<file path="config.mk">
export PLATFORM = sky130hd
export DESIGN_NAME = mt_seed_init
export DESIGN_NICKNAME = d
export VERILOG_FILES = /design/src/rtl/mt_seed_init.sv
export SDC_FILE = /design/constraint.sdc
export NUM_CORES = 1
export LEC_CHECK = 0
export ABC_AREA = 1
export CELL_PAD_IN_SITES_DETAIL_PLACEMENT = 2
export CELL_PAD_IN_SITES_GLOBAL_PLACEMENT = 2
export CORE_ASPECT_RATIO = 0.6
export CORE_MARGIN = 2
export CORE_UTILIZATION = 35
export DETAILED_ROUTE_END_ITERATION = 8
export PLACE_DENSITY = 0.83
export SYNTH_ARGS = -nofsm -noshare
export SYNTH_HDL_FRONTEND = slang
export SYNTH_SLANG_ARGS = --single-unit
</file>
<file path="constraint.sdc">
create_clock -name clk -period 5.26 [get_ports clk]
set_clock_uncertainty 0.05 [all_clocks]
set_input_delay 1.052 -clock clk [delete_from_list [all_inputs] [get_ports clk]]
set_output_delay 1.052 -clock clk [all_outputs]
set_load 0.05 [all_outputs]
</file>
<file path="src/rtl/mt_seed_init.sv">
// mt_seed_init
//   Writes the MT19937 initial state into an external state memory.
//   A start request latches the seed and issues N consecutive writes at
//   addresses 0..N-1. Word 0 is the seed itself. Every later word is
//   INIT_MULT * (w ^ (w >> 30)) + index, computed modulo 2^32.
//   A one-cycle done pulse follows the last write. The machine then spends
//   one IDLE cycle before it can accept another start.
//
// Ports
//   clk        in   rising-edge clock
//   rst        in   asynchronous active-high reset
//   start      in   begin a seeding run (honoured only in IDLE)
//   seed       in   [31:0] seed, captured together with an accepted start
//   seed_we    out  state-memory write strobe
//   seed_addr  out  [9:0] state-memory write address
//   seed_data  out  [31:0] state-memory write data
//   busy       out  high while writes are being issued
//   done       out  one-cycle end-of-run pulse
//
// All outputs are registered. Address and data hold their values outside WRITE.
module mt_seed_init #(
  parameter int unsigned N         = 624,
  parameter logic [31:0] INIT_MULT = 32'd1812433253
) (
  input  logic        clk,
  input  logic        rst,
  input  logic        start,
  input  logic [31:0] seed,
  output logic        seed_we,
  output logic [9:0]  seed_addr,
  output logic [31:0] seed_data,
  output logic        busy,
  output logic        done
);

  typedef enum logic [1:0] {
    IDLE   = 2'd0,
    WRITE  = 2'd1,
    FINISH = 2'd2
  } state_t;

  localparam logic [9:0] LAST_ADDR = 10'(N - 1);

  state_t      state_q, state_d;
  logic        we_d, busy_d, done_d;
  logic [9:0]  addr_d;
  logic [31:0] data_d;

  // Next word of the recurrence. It is built from the currently registered
  // word and address, so each write feeds the next one.
  logic [9:0]  addr_inc;
  logic [31:0] mixed;
  logic [31:0] next_word;

  always_comb begin
    addr_inc  = seed_addr + 10'd1;
    mixed     = seed_data ^ (seed_data >> 30);
    next_word = (INIT_MULT * mixed) + {22'd0, addr_inc};
  end

  // Next-state and next-output logic. Every output is a register, so this
  // process computes the value each one takes at the coming edge.
  always_comb begin
    state_d = state_q;
    we_d    = seed_we;
    addr_d  = seed_addr;
    data_d  = seed_data;
    busy_d  = busy;
    done_d  = done;

    case (state_q)
      IDLE: begin
        we_d   = 1'b0;
        busy_d = 1'b0;
        done_d = 1'b0;
        if (start) begin
          state_d = WRITE;
          we_d    = 1'b1;
          addr_d  = '0;
          data_d  = seed;
          busy_d  = 1'b1;
        end
      end

      WRITE: begin
        // start is not examined here, so a request arriving mid-run is
        // dropped rather than queued.
        if (seed_addr == LAST_ADDR) begin
          state_d = FINISH;
          we_d    = 1'b0;
          busy_d  = 1'b0;
          done_d  = 1'b1;
        end else begin
          addr_d = addr_inc;
          data_d = next_word;
        end
      end

      FINISH: begin
        // Always passes through IDLE, which gives back-to-back runs their
        // two-cycle gap even when start is held high.
        state_d = IDLE;
        we_d    = 1'b0;
        busy_d  = 1'b0;
        done_d  = 1'b0;
      end

      default: begin
        state_d = IDLE;
        we_d    = 1'b0;
        busy_d  = 1'b0;
        done_d  = 1'b0;
      end
    endcase
  end

  always_ff @(posedge clk or posedge rst) begin
    if (rst) begin
      state_q   <= IDLE;
      seed_we   <= 1'b0;
      seed_addr <= '0;
      seed_data <= '0;
      busy      <= 1'b0;
      done      <= 1'b0;
    end else begin
      state_q   <= state_d;
      seed_we   <= we_d;
      seed_addr <= addr_d;
      seed_data <= data_d;
      busy      <= busy_d;
      done      <= done_d;
    end
  end

endmodule

</file>
==> parameters.txt, run 1 <==
Parameter                              Value

Outcome
  Outcome    complete, but fails checks
  Violated checks    negative setup slack

Pwr
  Net Sw Power    around 250 uW
  Sequential power share    0.441
  Leakage    slightly below 8 nW
  Switching Fraction    0.306
  Combinational share of power    0.053
  Internal power    between 500 and 600 uW
  Relative contribution of the clock network to total power    0.506
  Pwr dens    ~52 nW/um^2
  VDD IR-drop max    approximately 110 uV

Critical path
  Critical path data required time    approximately 5500 ps
  Crit path max fanout    4
  Critical register-to-register path startpoint    seed_data[12]
  Crit. End Element    register
  Worst setup path startpoint    seed_data[12]
  Worst path most repeated cell    fa_1
  Depth of the most critical reg-to-reg path    26
  Worst reg2reg path endpoint    seed_data[21]
  Kind of start point of the critical path    register
  Library cell contributing the largest single delay on the critical path    fa_2
  CP Capture Point    seed_data[21]
  Critical path type    reg -> reg
  Largest stage delay, worst path    between 600 and 700 ps
  Reg2reg setup slack    -1400 ps
  Arr. time, crit path    between 6000 and 7000 ps

Synth
  Top post-synthesis cells by count    316 x inv_1, 238 x ha_1, 193 x nand2_1
  Portion of synthesized cell area occupied by the leading cell type    0.276
  Sequential cell area fraction in the yosys report    0.104
  EDFF count, synth    0
  Ys async rst share    1.00
  Number of instances in the synthesized netlist    1282
  Post-Syn Area    11100 sq um
  Flip-flop and latch count after synthesis    46
  Number of unique standard cell types used by synthesis    51
  Commonest register cell after synthesis    dfrtp_1
  Most area-hungry cell type in the Yosys netlist    fa_1
  Most numerous cell in the Yosys netlist    inv_1
  Mean instance size in the synthesized netlist    8.65 sq um
  Number of nets in the synthesized netlist    roughly 1700
  Area contributors post-synth    fa_1 28%, ha_1 27%, inv_1 11%
  Number of warnings reported in the yosys synthesis log    0

Timing
  Pins Over Slew Limit    0
  Pin slew with the least headroom to its limit    between 1000 and 1500 ps
  Total of endpoints with negative setup slack in the final report    23
  Setup slack of the critical path after layout    -1400 ps
  Post-route clock period utilization    1.27
  Endpoints failing hold    0
  Max-slew headroom at the worst pin    0.299
  Highest clock frequency the design can meet    between 150 and 200 MHz
  Setup repair after global routing missed its margin    true
  Shortest clock period the worst path allows after layout    roughly 6700 ps

CTS
  CTS HTree Levels    2
  Number of buffers inserted during clock tree synthesis    5
  CTS max path bufs    2
  Cell chosen for the clock root    clkbuf_16
  Sink count of the clock tree    46
  Hold Buf Count CTS    0
  CTS tree    yes
  Insertion delay to the later sink of the worst-skew pair    approximately 350 ps
  Clock transition time at the flip-flop clock pins of the worst setup and hold paths    approximately 100 ps

Floorplan
  Die footprint    approximately 33000 sq um
  Die W    ~230 microns
  Number of placed I/O pins    80
  Number of rows in the core area    50
  Starting utilization of the core area    0.355
  Core ar.    approximately 31000 sq um
  Height of the die    142 microns

Run
  Number of maximum-capacitance constraint violations    0

Finish
  Fraction of the core area covered by cells at the end of the flow    0.496
  Filler-free cell count of the finished design    1989
  Final Net Count    approximately 2000
  Syn-to-layout area delta    39.5%
  Number of fill cells    3313
  Ratio of cells with drive above 1 in the final layout    0.324

Global route
  Initial antenna violation count    3
  Wire length of the first global-routing pass    89.4 mm
  Global Route Usage Sum    0.382
  Number of global-route vias before repair    13200
  Maximum number of pins on one net before global-route repair    between 50 and 60
  Residual overflow from global routing    0

Routing
  Vias post-DR    approximately 12000
  Total length of routed wires    just under 70 mm
  Number of search-and-repair iterations in the first detailed-routing pass    5
  Post-DR wirelength/cell    34.9 microns
  DRC    0
  Number of nets still failing antenna checks after routing    0
  Via density per instance    5.89
  First DRT Iteration DRCs    ~1100

Placed design
  Final weighted congestion in routability-driven placement    0.976
  Port Buffer Count    79
  Cell total after placement    1945
  Total half-perimeter wirelength after legalization and detailed placement    around 46 mm

Hold path
  Path type of the worst min-delay path    reg -> reg
==> cell usage in the layout, fill, tap and decap left out, types with 4 or more instances in the layout <==
cell type / count
dfrtp_1: 15
a21oi_4: 14
nand2_1: 169
ha_4: 32
clkbuf_16: 5
buf_4: 204
o21ai_1: 39
xor2_1: 12
clkdlybuf4s50_1: 79
nor2_2: 10
inv_2: 36
o211ai_1: 6
nand2_2: 16
xor2_2: 5
nor2_4: 16
a31oi_1: 6
nand2_4: 16
nand3_2: 13
a21oi_1: 14
o22ai_1: 4
inv_4: 7
dfrtp_2: 25
nor3_4: 5
fa_1: 143
a21oi_2: 14
ha_1: 198
o21ai_0: 16
fa_2: 10
nand3_1: 27
nor2_1: 30
inv_1: 281
buf_6: 11
nand4_1: 6
o21ai_2: 23
xnor2_1: 9
dfrtp_4: 6
ha_2: 8
==> sequential cells by signal, summed over array words and instances, names as in the netlist <==
name	cells
state_q	2
done	1
seed_data	32
seed_addr	10
busy	1
==> worst max-delay path, delay by kind of cell, from the launching register on <==
kind / cells / cell delay, ps
AO/OA/AOI/OAI: 4 / 470
buffers and inverters: 6 / 550
adder cells (fa/ha/maj): 9 / 3960
flip-flops: 1 / 580
AND/OR/NAND/NOR: 7 / 940
==> layer usage <==
metal,track usage,wire length [microns],vias to the layer above
li1,-,-,4596
met1,0.447,26400,6035
met2,0.645,32100,721
met3,0.0985,5430,370
met4,0.205,5550,0
met5,0,0,-
==> how the worst min path moves through the flow <==
stage               startpoint    to  slack [ps]  cells past startpoint
finish                    busy  busy         510                      2
global placement          done  done         460                      2
floorplan           state_q[0]  busy         480                      3
CTS                       done  done         480                      2
global route              done  done         540                      2
detailed placement        done  done         470                      2
==> logic make-up (layout without fill, tap and decap cells) <==
| logic type | after synthesis | in the layout | synth area share |
|---|---|---|---|
| AOI/OAI and AO/OA | 159 | 159 | 0.0870 |
| xor gates and xnor gates | 29 | 29 | 0.0229 |
| adders and majority gates | 391 | 391 | 0.544 |
| buffers and inverters | 340 | 630 | 0.119 |
| DFF | 46 | 46 | 0.104 |
| other | 0 | 1 | 0 |
| and+or+nand+nor | 317 | 317 | 0.123 |
==> power groups by stage <==
stage               Clock [mW]  Sequential [mW]  Combinational (mW)
finish                   0.405            0.353              0.0426
CTS                      0.383            0.353              0.0411
detailed placement           0            0.360              0.0407
floorplan                    0            0.360             0.00606
global route             0.403            0.353              0.0442
global placement             0            0.360              0.0401
==> area by class of cell <==
class | instances | area [sq um] | area share
well taps | 416 | 520 | 0.0336
repair buffers | 296 | 2480 | 0.160
inverters | 326 | 1250 | 0.0805
clock buffers | 5 | 125 | 0.00808
multi-input cells | 896 | 9880 | 0.638
clock inverters | 3 | 21.3 | 0.00137
flip-flops and latches | 46 | 1200 | 0.0779
diodes | 1 | 2.50 | 0.000162
==> per-stage QoR <==
stage	hold WS, ps	TNS [ps]	worst slack [ps]	instance area (sq um)	total power, mW
after CTS	479	-16530	-943	14900	0.777
final	506	-26010	-1400	15500	0.800
after floorplan	479	-5530	-487	11400	0.366
after detailed placement	469	-21200	-1180	14000	0.401
after global placement	461	-13450	-830	14000	0.400
after global routing	544	-28130	-1440	15500	0.801
==> what timing repair did <==
action	4_1_cts	5_1_grt
gates resized for setup	142	104
setup buffers	18	20
setup endpoints to repair	23	24
pin swaps	64	67
No activity file was read; power rests on OpenSTA's default activity.
==> run 2: changes to the inputs <==
HOLD_SLACK_MARGIN = 0.05   (was unset)
==> results of run 2 <==
Final layout, timing and power as in run 1 (identical DEF).
